## src/rtl/ysyx_25040111_exu_sb_pkg.sv

```systemverilog
// Package: ysyx_25040111_exu_sb_pkg
// Default geometry of the EXU issue scoreboard and the field widths of the
// opaque payload bundle (opt/pc/imm) that travels through it unchanged.
package ysyx_25040111_exu_sb_pkg;
   localparam int SB_AW    = 4;   // tracked register address bits (RV32E)
   localparam int SB_NRET  = 2;   // writeback/retire channels
   localparam int SB_CNTW  = 2;   // pending-write counter width
   localparam int SB_DEPTH = 2;   // input queue entries

   localparam int SB_OPT_W = 32;
   localparam int SB_PC_W  = 32;
   localparam int SB_IMM_W = 32;
   localparam int SB_PW    = SB_OPT_W + SB_PC_W + SB_IMM_W;
endpackage

```

## src/rtl/ysyx_25040111_sfifo.sv

```systemverilog
// Module: ysyx_25040111_sfifo
// Generic synchronous FIFO with a flush that empties it at the next edge.
// Ports:
//   clock, reset      clock, synchronous active-high reset
//   flush             drop every entry; a push in the same cycle is dropped
//   push_valid/ready  write handshake, push_ready = not full
//   push_data         W-bit entry
//   pop_valid/ready   read handshake, pop_valid = not empty
//   pop_data          head entry (valid while pop_valid)
module ysyx_25040111_sfifo #(
   parameter int DEPTH = 2,
   parameter int W     = 8
) (
   input  logic         clock,
   input  logic         reset,
   input  logic         flush,
   input  logic         push_valid,
   output logic         push_ready,
   input  logic [W-1:0] push_data,
   output logic         pop_valid,
   input  logic         pop_ready,
   output logic [W-1:0] pop_data
);
   localparam int PTRW = $clog2(DEPTH);

   logic [W-1:0]  mem [DEPTH];
   logic [PTRW:0] wr_ptr, rd_ptr;   // MSB is the wrap bit
   logic          full, empty, do_push, do_pop;

   assign empty      = (wr_ptr == rd_ptr);
   assign full       = (wr_ptr[PTRW] != rd_ptr[PTRW]) &&
                       (wr_ptr[PTRW-1:0] == rd_ptr[PTRW-1:0]);
   assign push_ready = ~full;
   assign pop_valid  = ~empty;
   assign pop_data   = mem[rd_ptr[PTRW-1:0]];
   assign do_push    = push_valid & ~full & ~flush;
   assign do_pop     = pop_ready & ~empty & ~flush;

   always_ff @(posedge clock) begin
      if (reset || flush) begin
         wr_ptr <= '0;
         rd_ptr <= '0;
      end else begin
         if (do_push) wr_ptr <= wr_ptr + (PTRW+1)'(1);
         if (do_pop)  rd_ptr <= rd_ptr + (PTRW+1)'(1);
      end
   end

   // NOTE: storage has no reset; only the pointers decide which entries are live.
   always_ff @(posedge clock) begin
      if (do_push) mem[wr_ptr[PTRW-1:0]] <= push_data;
   end
endmodule

```

## src/rtl/ysyx_25040111_exu_sb.sv

```systemverilog
// Module: ysyx_25040111_exu_sb
// Issue scoreboard between IDU and EXU. Decoded instructions wait in a small
// FIFO; the head is released only when none of its sources has an outstanding
// long-latency write. Per-register counters track those writes and are
// decremented by NRET writeback channels.
// Ports:
//   clock, reset                    clock, synchronous active-high reset
//   in_valid/in_ready               IDU handshake (in_ready = queue not full)
//   in_payload, in_rd/rs1/rs2       instruction bundle and register fields
//   in_lock                         long-latency write: lock rd on issue
//   out_valid/out_ready             EXU handshake for the queue head
//   out_payload, out_rd             head bundle and destination
//   ret_valid, ret_rd               per-channel retire, channel k at [k*AW +: AW]
//   flush                           drop queued, unissued entries
//   busy_mask                       bit r set while register r has pending writes
//   sb_err                          sticky: retire seen on a register with count 0
// Configuration macro: SB_BYPASS_EN -- hazard check sees this cycle's retires
// (adds a combinational ret_* -> out_valid path).
module ysyx_25040111_exu_sb
   import ysyx_25040111_exu_sb_pkg::*;
#(
   parameter int AW    = SB_AW,
   parameter int NRET  = SB_NRET,
   parameter int CNTW  = SB_CNTW,
   parameter int DEPTH = SB_DEPTH,
   parameter int PW    = SB_PW
) (
   input  logic               clock,
   input  logic               reset,
   input  logic               in_valid,
   output logic               in_ready,
   input  logic [PW-1:0]      in_payload,
   input  logic [AW-1:0]      in_rd,
   input  logic [AW-1:0]      in_rs1,
   input  logic [AW-1:0]      in_rs2,
   input  logic               in_lock,
   output logic               out_valid,
   input  logic               out_ready,
   output logic [PW-1:0]      out_payload,
   output logic [AW-1:0]      out_rd,
   input  logic [NRET-1:0]    ret_valid,
   input  logic [NRET*AW-1:0] ret_rd,
   input  logic               flush,
   output logic [(1<<AW)-1:0] busy_mask,
   output logic               sb_err
);
   localparam int NREG = 1 << AW;
   localparam int EW   = PW + 3*AW + 1;
   localparam int SW   = CNTW + $clog2(NRET+1) + 1;   // room for pend + 1 and NRET hits
   localparam logic [CNTW-1:0] CNT_MAX = '1;

   logic [EW-1:0]   push_data, head_data;
   logic            head_valid, head_lock, hazard, fire;
   logic [AW-1:0]   head_rd, head_rs1, head_rs2;

   logic [CNTW-1:0] pend     [NREG];
   logic [CNTW-1:0] pend_eff [NREG];   // view used by the hazard check
   logic [CNTW-1:0] pend_nxt [NREG];
   logic [SW-1:0]   hits     [NREG];
   logic [SW-1:0]   avail    [NREG];
   logic [NREG-1:0] underflow;

   assign push_data = {in_lock, in_rs2, in_rs1, in_rd, in_payload};
   assign {head_lock, head_rs2, head_rs1, head_rd, out_payload} = head_data;
   assign out_rd = head_rd;

   ysyx_25040111_sfifo #(.DEPTH(DEPTH), .W(EW)) u_fifo (
      .clock      (clock),
      .reset      (reset),
      .flush      (flush),
      .push_valid (in_valid),
      .push_ready (in_ready),
      .push_data  (push_data),
      .pop_valid  (head_valid),
      .pop_ready  (fire),
      .pop_data   (head_data)
   );

   // Retire hits per register; register 0 is never tracked.
   // NOTE: every always_comb output gets a default before any condition, so no latches.
   always_comb begin
      for (int r = 0; r < NREG; r++) begin
         hits[r] = '0;
         if (r != 0) begin
            for (int k = 0; k < NRET; k++) begin
               if (ret_valid[k] && ret_rd[k*AW +: AW] == AW'(r)) hits[r] = hits[r] + SW'(1);
            end
         end
`ifdef SB_BYPASS_EN
         pend_eff[r] = (SW'(pend[r]) < hits[r]) ? '0 : CNTW'(SW'(pend[r]) - hits[r]);
`else
         pend_eff[r] = pend[r];
`endif
      end
   end

   assign hazard    = (pend_eff[head_rs1] != '0) || (pend_eff[head_rs2] != '0) ||
                      (head_lock && head_rd != '0 && pend_eff[head_rd] == CNT_MAX);
   assign out_valid = head_valid & ~hazard & ~flush;
   assign fire      = out_valid & out_ready;

   // Net update: pend + issue increment - retire hits, clamped at zero.
   always_comb begin
      for (int r = 0; r < NREG; r++) begin
         avail[r]     = SW'(pend[r]) +
                        SW'((r != 0 && fire && head_lock && head_rd == AW'(r)) ? 1 : 0);
         underflow[r] = (avail[r] < hits[r]);
         pend_nxt[r]  = underflow[r] ? '0 : CNTW'(avail[r] - hits[r]);
      end
   end

   // NOTE: state registers use non-blocking assignments so every flop samples pre-edge values.
   always_ff @(posedge clock) begin
      if (reset) begin
         for (int r = 0; r < NREG; r++) pend[r] <= '0;
         sb_err <= 1'b0;
      end else begin
         for (int r = 0; r < NREG; r++) pend[r] <= pend_nxt[r];
         if (|underflow) sb_err <= 1'b1;
      end
   end

   always_comb begin
      busy_mask = '0;
      for (int r = 0; r < NREG; r++) busy_mask[r] = (pend[r] != '0);
   end
endmodule

```

## config.mk

```make
export PLATFORM = sky130hd
export DESIGN_NAME = ysyx_25040111_exu_sb
export DESIGN_NICKNAME = d
export VERILOG_FILES = /design/src/rtl/ysyx_25040111_exu_sb_pkg.sv /design/src/rtl/ysyx_25040111_sfifo.sv /design/src/rtl/ysyx_25040111_exu_sb.sv
export SDC_FILE = /design/constraint.sdc
export NUM_CORES = 1
export LEC_CHECK = 0
export BUFFER_PORTS_ARGS = -buffer_cell sky130_fd_sc_hd__clkbuf_2
export CORE_MARGIN = 2
export CORE_UTILIZATION = 55
export DETAILED_ROUTE_END_ITERATION = 6
export PLACE_DENSITY = 0.8
export SYNTH_ARGS = -nofsm -noshare
export SYNTH_HDL_FRONTEND = slang
export SYNTH_HIERARCHICAL = 1
export SYNTH_SLANG_ARGS = --single-unit
```

## constraint.sdc

```tcl
create_clock -name clock -period 42.3 [get_ports clock]
set_input_delay 4.23 -clock clock [delete_from_list [all_inputs] [get_ports clock]]
set_output_delay 4.23 -clock clock [all_outputs]
set_load 0.02 [all_outputs]
```

==> metrics.md, run 1 <==
| Metric | Value |
|---|---|
| Max_cap viols | 0 |
| Gr ovfl total | 0 |
| Post-synth EDFFs | 218 |
| Starting Density | 55.7% |
| Worst path slowest cell | clkbuf_2 |
| CP required | 38.07 ns |
| Fmax | 110 MHz |
| GR Layer Usage met3 | 5.55% |
| Yosys warnings | 6 |
| Row cnt | 53 |
| Avg WL per Cell | 20.3 um |
| Total CTS buffers | 27 |
| Post-synthesis cell area | 11700 um^2 |
| Largest cells by area after synthesis | edfxtp_1 56%, mux2_2 11%, ha_1 6.4% |
| Largest area contributor in the netlist | edfxtp_1 |
| PwrDens | 39.2 nW/um^2 |
| Total wire length | 26.6 mm |
| Outcome | complete, no violations |
| R2R depth | 13 |
| Post-synthesis cell count | 762 |
| Switching pwr | 124 uW |
| Crit Path Class | in2out |
| Top cell type's share of synthesized area | 56.1% |
| Most common cell in the netlist | edfxtp_1 |
| Seq/Total Area, Yosys | 62.3% |
| Worst path cell trace | clkbuf_2 > nand2b_1 > nor4_2 > clkbuf_2 |
| Share of cells above drive strength 1 | 42.0% |
| GR Util met2 | 41.1% |
| Final ANT Viol Nets | 0 |
| GRT Overall Usage | 23.5% |
| Post-synthesis sequential element count | 254 |
| Clock power share | 41.1% |
| Vias | 7241 |
| Placer Congestion | 0.950 |
| Critical R2R Capture | sb_err |
| Combinational Power Share | 7.6% |
| Int Pwr | 426 uW |
| Area Growth Syn to Fin | 20.1% |
| CP peak stage delay | 0.20 ns |
| Most frequent cell on the critical path | clkbuf_2 |
| Startpoint type of the worst setup path | primary input |
| Setup TNS | 0 ns |
| Post-DP HPWL | 18.7 mm |
| Post-synthesis async set-or-reset flop share | 0% |
| Clock Path Buffers | 3 |
| Slew Limit Fails | 0 |
| WHS Endpoint | u_fifo/wr_ptr[1] |
| CTS clk-pin slew, worst paths | 0.06 ns |
| DRC Markers | 0 |
| Final Skew | 0.0120 ns |
| Net Sw Frac | 22.6% |
| Port bufs | 241 |
| Final hold violation count | 0 |
| Ys flop type | edfxtp_1 |
| I/O pin count | 243 |
| Initial antenna violation count | 1 |
| Hold Path Origin | u_fifo/wr_ptr[1] |
| Worst slew margin | 27.8% |
| Avg Synthesized Cell Area | 15.3 um^2 |
| Vias in the first global route | 7293 |
| Post-layout min period | 9.10 ns |
| CTS resizes | 0 |
| Post-CTS setup buffer count | 0 |
| TritonCTS clock tree | yes |
| DRT Pass-1 Iters | 5 |
| Largest net degree at the start of global routing | 83 |
| DIE AREA | 22400 um^2 |
| HP Class | reg2reg |
| Grt peak-use layer | met2 |
| Fillers | 1504 |
| Pleak | 0.00547 uW |
| DRT iter0 DRCs | 495 |
| Reg-to-reg slack, setup | 37.81 ns |
| Final setup violation count | 0 |
| NumNets Final | 1216 |
| Antenna cells | 0 |
| Vias/cell | 5.51 |
| Htree depth | 1 |
| RSZ-0062 raised after global routing | no |
| Synth unique cells | 57 |
| Core area | 21000 um^2 |
| Met1 Use GR | 29.2% |
| Total power draw | 550 uW |
| Chip width | 150 um |
| Clk Latency, worst-skew pair | 0.52 ns |
| Sequential power share | 51.3% |
| CP endpoint kind | primary output |
| Root Driver | clkbuf_16 |
| CP arrival | 4.87 ns |
| First-pass GRT wire length | 40.2 mm |
| Final period util | 21.5% |
| Top fanout value on the critical path | 9 |
| Syn Nets | 961 |
| Height of the die | 150 um |
| Clock Sinks | 254 |
| Top cells by count, synth | 218 x edfxtp_1, 111 x mux2_2, 67 x nor2_1 |
| Hold buffer count at CTS | 0 |
| Worst slew pin tran | 1.08 ns |
| Worst hold stages | 2 |
| Maximum resistive drop on vdd | 0.0000241 V |
[routing by layer]
metal | wire (um) | vias to the layer above | share of wire, %
met4 | 666 | 2 | 2.5
li1 | - | 3366 | -
met5 | 13 | - | 0.049
met3 | 2110 | 50 | 7.9
met2 | 13400 | 244 | 50
met1 | 10500 | 3579 | 39
[worst max-delay path by stage]
stage                   from          endpoint  slack, ns  cells after the start
floorplan           in_valid  u_fifo/mem[0][0]      20.01                      2
global route           flush         out_valid      33.16                      4
detailed placement     flush         out_valid      33.20                      4
CTS                    flush         out_valid      33.19                      4
finish                 flush         out_valid      33.20                      4
global placement       flush         out_valid      33.18                      4
[power by group through the flow]
| stage | clock, uW | combinational (uW) | sequential, uW |
|---|---|---|---|
| floorplan | 0 | 24.2 | 290 |
| global placement | 0 | 40.4 | 287 |
| detailed placement | 0 | 41.6 | 287 |
| CTS | 231 | 42.0 | 282 |
| global route | 241 | 45.3 | 283 |
| finish | 226 | 41.9 | 282 |
[sequential cells by signal, indices dropped and copies added, names as in the netlist, named ones only]
register,flops
pend,30
sb_err,1
u_fifo/mem,218
u_fifo/rd_ptr,2
u_fifo/wr_ptr,2
[critical path: cells and delay by family]
family | cells | cell delay [ns]
buffers and inverters | 2 | 0.34
and+or+nand+nor | 2 | 0.29
[cell type report]
| type | instances | area, um^2 | area share, % |
|---|---|---|---|
| Clock inverter | 18 | 156 | 1.12 |
| Inverter | 45 | 169 | 1.20 |
| Timing Repair Buffer | 249 | 1270 | 9.03 |
| Clock buffer | 32 | 694 | 4.95 |
| Tap cell | 275 | 344 | 2.45 |
| Multi-Input combinational cell | 440 | 4120 | 29.4 |
| Sequential cell | 254 | 7270 | 51.9 |
[placed cells by master, fill, tap and decap left out, types with 6 or more instances in the layout]
cell and n:
a21oi_1 11, buf_4 8, clkbuf_16 27, clkbuf_2 241
clkinv_1 9, dfxtp_1 35, edfxtp_1 218, fa_1 15
ha_1 60, inv_1 42, mux2_2 111, mux4_2 10
nand2_1 10, nand2b_1 7, nand3_1 9, nor2_1 67
nor3_1 24, nor3b_1 20, nor4b_1 6, nor4b_2 8
xor2_1 16
[logic make-up (layout without fill, tap and decap cells)]
| group | count (synthesis) | after routing | synth area share [%] |
|---|---|---|---|
| flops | 254 | 254 | 62.3 |
| simple gates | 184 | 184 | 9.09 |
| mux | 126 | 126 | 13.1 |
| fa+ha+maj | 75 | 75 | 9.00 |
| buf+inv | 68 | 344 | 2.59 |
| compound gates | 36 | 36 | 2.54 |
| xor+xnor | 18 | 18 | 1.41 |
| other cells | 1 | 1 | 0.0321 |
[metrics by stage]
stage               hold WS (ns)  utilization, %  instance area (um^2)  cells  worst slack, ns
detailed placement         0.584            62.8                 13200   1263            33.20
finish                     0.593            66.9                 14000   1313            33.20
global route               0.634            66.9                 14000   1313            33.16
global placement           0.573            62.8                 13200   1263            33.18
CTS                        0.597            66.9                 14000   1313            33.19
floorplan                  0.527               -                 11700    762            20.01
(Power assumes the default switching activity.)
==> run 2: changes to the inputs <==
==> constraint.sdc (replaced) <==
create_clock -name clock -period 9.5 [get_ports clock]
set_input_delay 0.95 -clock clock [delete_from_list [all_inputs] [get_ports clock]]
set_output_delay 0.95 -clock clock [all_outputs]
set_load 0.02 [all_outputs]
==> run 2 against run 1 <==
Effect of this change: clock skew fell by 0.0020 ns; global-route usage is 0.96 points lower; setup slack got worse by 28 ns; sequential share of layout area about the same; sequential power grew to 4.5 times the previous value; die area unchanged; critical path type is now reg2reg; critical endpoint is now sb_err; highest routed layer unchanged.
==> metrics.md, run 2 (synthesized netlist as in run 1, its figures left out) <==
| Metric | Value |
|---|---|
| Crit Path Class | reg2reg |
| CTS resizes | 0 (unchanged) |
| Row cnt | 53 (unchanged) |
| Htree depth | 1 (unchanged) |
| Post-layout min period | 4.78 ns |
| Worst slew pin tran | 1.09 ns (+0.0102 ns) |
| DRC Markers | 0 (unchanged) |
| Root Driver | clkbuf_16 |
| Final setup violation count | 0 (unchanged) |
| Cell family contributing the most delay on the critical path | simple AND/OR/NAND/NOR gates |
| RSZ-0062 raised after global routing | no |
| Hold Path Origin | u_fifo/wr_ptr[1] |
| CP endpoint kind | flop |
| Chip width | 150 um (unchanged) |
| Clock Path Buffers | 3 (unchanged) |
| Port bufs | 241 (unchanged) |
| Share of cells above drive strength 1 | 42.0% (-0.046 points) |
| Critical R2R Capture | sb_err |
| Clk Latency, worst-skew pair | 0.52 ns (about the same) |
| DRT Pass-1 Iters | 5 (unchanged) |
| Largest net degree at the start of global routing | 67 (-19%) |
| Setup TNS | 0 ns (unchanged) |
| Total wire length | 26.0 mm (-2.2%) |
| Leading cell type in the layout, fill and taps excluded | clkbuf_2 |
| Outcome | complete, no violations |
| Max reg flops | 218 (unchanged) |
| Hold buffer count at CTS | 0 (unchanged) |
| WHS Endpoint | u_fifo/wr_ptr[1] |
| Pleak | 0.00547 uW (about the same) |
| Combinational Power Share | 7.5% (about the same) |
| GR Util met2 | 38.6% (-2.5 points) |
| DIE AREA | 22400 um^2 (unchanged) |
| Placer Congestion | 0.865 (-8.9%) |
| CP required | 9.88 ns (-28.19 ns) |
| GRT Overall Usage | 22.5% (-0.96 points) |
| Gr ovfl total | 0 (unchanged) |
| Worst slew margin | 27.1% (-0.68 points) |
| Clock Sinks | 254 (unchanged) |
| R2R depth | 13 (unchanged) |
| Met1 Use GR | 28.3% (-0.93 points) |
| DRT iter0 DRCs | 475 (-4.0%) |
| HP Class | reg2reg |
| Post-CTS setup buffer count | 0 (unchanged) |
| Most frequent cell on the critical path | nor2_1 |
| CTS clk-pin slew, worst paths | 0.07 ns (about the same) |
| Final period util | 50.3% |
| CP arrival | 5.16 ns (+0.29 ns) |
| PwrDens | 176 nW/um^2 (+350%) |
| Worst hold stages | 2 (unchanged) |
| Final hold violation count | 0 (unchanged) |
| Avg WL per Cell | 19.9 um (-1.8%) |
| Core area | 21000 um^2 (unchanged) |
| Height of the die | 150 um (unchanged) |
| Switching pwr | 537 uW (+330%) |
| Vias in the first global route | 7104 (-2.6%) |
| Worst path cell trace | mux2_2 > nor2b_1 > a221o_1 > o211ai_1 > a22oi_2 > nor4b_1 > ha_1 > fa_1 > nor3b_1 > nor2_1 > nor4_1 > and4_1 > nor2_1 |
| Max_cap viols | 0 (unchanged) |
| NumNets Final | 1213 (-0.25%) |
| Worst path slowest cell | a22oi_2 |
| Vias | 7194 (-0.65%) |
| Total CTS buffers | 26 (-3.7%) |
| Fillers | 1477 (-1.8%) |
| Slew Limit Fails | 0 (unchanged) |
| I/O pin count | 243 (unchanged) |
| Sequential power share | 51.0% (-0.3 points) |
| Initial antenna violation count | 2 (+1) |
| Fmax | 209 MHz |
| Reg-to-reg slack, setup | 4.72 ns (-33.09 ns) |
| Area Growth Syn to Fin | 20.2% (about the same) |
| Buf/Inv on CP | 0 (-2) |
| Final ANT Viol Nets | 0 (unchanged) |
| Top fanout value on the critical path | 44 (+35) |
| Clock power share | 41.5% (+0.4 points) |
| GR Layer Usage met3 | 5.21% (-0.34 points) |
| Grt peak-use layer | met2 |
| Vias/cell | 5.50 (-0.27%) |
| Post-DP HPWL | 18.8 mm (+0.53%) |
| Most frequent cells in the layout | 241 x clkbuf_2, 218 x edfxtp_1, 111 x mux2_2, 67 x nor2_1, 60 x ha_1 |
| Starting Density | 55.7% (unchanged) |
| CP peak stage delay | 0.90 ns (+0.70 ns) |
| First-pass GRT wire length | 38.7 mm (-3.6%) |
| Fin util | 67.0% (about the same) |
| Maximum resistive drop on vdd | 0.000137 V (+470%) |
| Int Pwr | 1930 uW (+350%) |
| Final Skew | 0.0100 ns (-0.00196 ns) |
| TritonCTS clock tree | yes |
| Net Sw Frac | 21.8% (-0.76 points) |
| Startpoint type of the worst setup path | flop |
==> run 2: changes by cell type in the layout (fill, tap and decap cells not counted) <==
cell	delta
diode_2	+1
buf_4	-2
clkinvlp_2	+1
clkbuf_1	-2
clkinv_2	+1
a2111oi_4	+1
clkinvlp_4	-2
clkinv_8	+1
bufinv_16	+2
clkinv_1	-1
clkinv_4	-3
a2111oi_2	-1
clkbuf_16	-1
==> run 2: layout make-up <==
type | instances | area [um^2] | area share, %
repair buffers | 247 | 1250 | 8.92
multi-input cells | 440 | 4130 | 29.5
well taps | 275 | 344 | 2.45
flip-flops and latches | 254 | 7270 | 51.8
inverters | 45 | 169 | 1.20
diodes | 1 | 2.50 | 0.0178
clock buffers | 29 | 662 | 4.72
clock inverters | 17 | 198 | 1.41
==> run 2: how the worst max path moves through the flow <==
| stage | startpoint | endpoint | cells after the start |
|---|---|---|---|
| 3_3_place_gp | flop | sb_err | 13 |
| 3_5_place_dp | flop | sb_err | 13 |
| 5_1_grt | flop | sb_err | 13 |
| 2_1_floorplan | in_valid | u_fifo/mem[0][0] | 2 |
| 4_1_cts | flop | sb_err | 13 |
| 6_report | flop | sb_err | 13 |
==> run 2: power groups by stage <==
| stage | combinational (uW) | clock [uW] | sequential, uW |
|---|---|---|---|
| 3_5_place_dp | 184 | 0 | 1280 |
| 5_1_grt | 199 | 1090 | 1260 |
| 3_3_place_gp | 178 | 0 | 1280 |
| 4_1_cts | 185 | 1040 | 1260 |
| 2_1_floorplan | 108 | 0 | 1280 |
| 6_report | 184 | 1020 | 1260 |
==> run 2: routing by layer <==
layer | up-vias | part of all wire [%] | wire (um)
met2 | 295 | 49 | 12900
met1 | 3482 | 39 | 10100
met5 | - | 0.031 | 8
met3 | 55 | 8.7 | 2260
li1 | 3360 | - | -
met4 | 2 | 2.9 | 766
==> run 2: metrics by stage <==
stage               worst slack (ns)  hold slack [ns]  instances  total power, uW  instance area [um^2]
floorplan                       1.29            0.527        762             1390                 11700
global placement                4.85            0.571       1261             1460                 13200
detailed placement              4.76            0.580       1261             1460                 13200
CTS                             4.74            0.592       1307             2480                 14000
global route                    4.36            0.591       1307             2540                 14000
finish                          4.72            0.596       1308             2460                 14000
==> run 2: worst min-delay path: stages (launching register included) <==
cell	delay (ns)
dfxtp_1	0.38
nand2_1	0.09
a311oi_1	0.07
==> run 3: changes to the inputs <==
==> constraint.sdc (replaced) <==
create_clock -name clock -period 4.75 [get_ports clock]
set_input_delay 0.475 -clock clock [delete_from_list [all_inputs] [get_ports clock]]
set_output_delay 0.475 -clock clock [all_outputs]
set_load 0.02 [all_outputs]
==> run 3 against run 2 <==
Effect of this change: final cell count hardly changed; design area down 0.12%; global-route usage about the same; highest routed layer is now met4; clock power grew 87%.
==> metrics.md, run 3 (synthesized netlist as in run 1, its figures left out) <==
| Metric | Value |
|---|---|
| Outcome | complete, no violations |
| CP endpoint kind | flop |
| CP Depth | 15 (+2) |
| RSZ-0062 raised after global routing | no |
| Final setup violation count | 0 (unchanged) |
| Clock power share | 39.9% (-1.6 points) |
| Port bufs | 241 (unchanged) |
| Worst slew margin | 46.8% (+20 points) |
| Combinational Power Share | 7.7% (+0.2 points) |
| Sequential power share | 52.4% (+1.4 points) |
| PwrDens | 342 nW/um^2 (+95%) |
| Chip width | 150 um (unchanged) |
| Most frequent cells in the layout | 241 x clkbuf_2, 218 x edfxtp_1, 111 x mux2_2, 67 x nor2_1, 60 x ha_1 |
| Worst path slowest cell | fa_1 |
| Worst slew pin tran | 0.798 ns (-0.295 ns) |
| Avg WL per Cell | 19.8 um (-0.43%) |
| Fillers | 1496 (+1.3%) |
| Startpoint type of the worst setup path | flop |
| CP arrival | 4.60 ns (-0.56 ns) |
| Root Driver | clkbuf_16 |
| Storage cell area | 7270 um^2 (about the same) |
| WHS | 0.149 ns (-0.447 ns) |
| CTS clk-pin slew, worst paths | 0.06 ns (about the same) |
| CP peak stage delay | 0.54 ns (-0.36 ns) |
| DRT Pass-1 Iters | 5 (unchanged) |
| Vias in the first global route | 7269 (+2.3%) |
| Placer Congestion | 0.891 (+2.9%) |
| Buf/Inv on CP | 3 (+3) |
| GRT Overall Usage | 22.5% (about the same) |
| DRT iter0 DRCs | 541 (+14%) |
| R2R depth | 15 (+2) |
| CTS resizes | 0 (unchanged) |
| Total CTS buffers | 25 (-3.8%) |
| Pleak | 0.00546 uW (-0.33%) |
| Clock Sinks | 254 (unchanged) |
| Switching pwr | 1030 uW (+92%) |
| Starting Density | 55.7% (unchanged) |
| Reg-to-reg slack, setup | 0.52 ns (-4.19 ns) |
| Area Growth Syn to Fin | 20.1% |
| Fmax | 237 MHz (+13%) |
| First-pass GRT wire length | 38.6 mm (-0.34%) |
| Cell family contributing the most delay on the critical path | multiplexers |
| Hold buffer count at CTS | 0 (unchanged) |
| Core area | 21000 um^2 (unchanged) |
| Net Sw Frac | 21.6% (-0.25 points) |
| Max reg flops | 218 (unchanged) |
| Post-CTS setup buffer count | 0 (unchanged) |
| Total power draw | 4800 uW (+95%) |
| Initial antenna violation count | 2 (unchanged) |
| Critical R2R Capture | sb_err |
| Final ANT Viol Nets | 0 (unchanged) |
| Vias/cell | 5.57 (+1.2%) |
| Vias | 7288 (+1.3%) |
| Total wire length | 26.0 mm (-0.35%) |
| Top fanout value on the critical path | 20 (-55%) |
| Setup TNS | 0 ns (unchanged) |
| DRC Markers | 0 (unchanged) |
| Row cnt | 53 (unchanged) |
| Clk Latency, worst-skew pair | 0.51 ns (about the same) |
| HP Class | in2reg |
| CP required | 5.12 ns (-4.76 ns) |
| Final period util | 89.0% (+39 points) |
| Htree depth | 1 (unchanged) |
| Slew Limit Fails | 0 (unchanged) |
| Max_cap viols | 0 (unchanged) |
| Post-layout min period | 4.23 ns (-0.555 ns) |
| Clock Path Buffers | 3 (unchanged) |
| NumNets Final | 1214 (+0.082%) |
| Post-route insts no fill | 1309 (+0.076%) |
| TritonCTS clock tree | yes |
| Final Skew | 0.00945 ns (-0.000552 ns) |
| Area occupied by multi-input gates | 4140 um^2 (+0.18%) |
| DIE AREA | 22400 um^2 (unchanged) |
| I/O pin count | 243 (unchanged) |
| Height of the die | 150 um (unchanged) |
| Largest net degree at the start of global routing | 110 (+64%) |
| Final hold violation count | 0 (unchanged) |
| Worst path cell trace | buf_4 > mux2_2 > inv_1 > mux4_2 > a2bb2oi_2 > o31ai_2 > buf_4 > nor4b_1 > ha_1 > fa_1 > nor3b_1 > nor2_1 > nor4_1 > and4_1 > nor2_1 |
| Share of cells above drive strength 1 | 42.1% (+0.097 points) |
| Int Pwr | 3760 uW (+95%) |
| Gr ovfl total | 0 (unchanged) |
| Post-DP HPWL | 18.9 mm (+0.43%) |
| Leading cell type in the layout, fill and taps excluded | clkbuf_2 |
| Inst Count DP | 1263 (+0.16%) |
| Crit Path Class | reg2reg |
| CP endpoint | sb_err |
| Maximum resistive drop on vdd | 0.000249 V (+82%) |
[run 3: cell types whose count changed in the layout (fill, tap and decap cells not counted), moves of 2 or more]
cell,change
dfxtp_1,-2
dfxtp_2,+2
clkbuf_1,+3
buf_12,+2
[run 3: worst reg2reg max path, delay by kind of cell (launching register included)]
family          cells  cell delay, ns
mux                 2            0.91
flops               1            0.43
simple gates        6            0.87
buf+inv             3            0.75
fa+ha+maj           2            0.76
compound gates      2            0.36
[run 3: how the worst min path moves through the flow]
stage	startpoint	endpoint	slack, ns	cells past startpoint
after floorplan	u_fifo/wr_ptr[1]	u_fifo/wr_ptr[1]	0.50	2
after global placement	u_fifo/wr_ptr[1]	u_fifo/wr_ptr[1]	0.53	2
after detailed placement	u_fifo/wr_ptr[1]	u_fifo/wr_ptr[1]	0.54	2
after CTS	in_payload[27]	u_fifo/mem[0][27]	0.14	1
after global routing	in_payload[27]	u_fifo/mem[1][27]	0.13	1
final	in_payload[81]	u_fifo/mem[0][81]	0.15	1
[run 3: metrics by stage]
stage                     worst slack, ns  util, %  instance area (um^2)
after floorplan                    0.0118        -                 11700
after global placement              0.579     63.1                 13200
after detailed placement            0.529     63.1                 13200
after CTS                           0.524     66.8                 14000
after global routing                0.226     66.9                 14000
final                               0.524     66.9                 14000
[run 3: per-layer routing]
layer,vias up,global-route usage (%),routed length [um]
met2,302,39.5,12900
met3,57,4.54,2200
met1,3563,27.7,10000
met4,0,7.97,836
li1,3366,-,-
met5,-,0,0
[run 3: power groups by stage]
stage | logic, uW | clock network (uW) | registers [uW]
after floorplan | 216 | 0 | 2560
after global placement | 360 | 0 | 2550
after detailed placement | 370 | 0 | 2560
after CTS | 373 | 1950 | 2510
after global routing | 401 | 2040 | 2520
final | 371 | 1910 | 2510
[run 3: area by class of cell]
cell class / instances / share of cell area, %
multi-input combinational: 440 / 29.5
clock buffer: 31 / 4.63
clock inverter: 13 / 1.02
tap: 275 / 2.46
sequential: 254 / 51.9
timing repair buffer: 249 / 9.21
inverter: 45 / 1.21
antenna: 2 / 0.0357
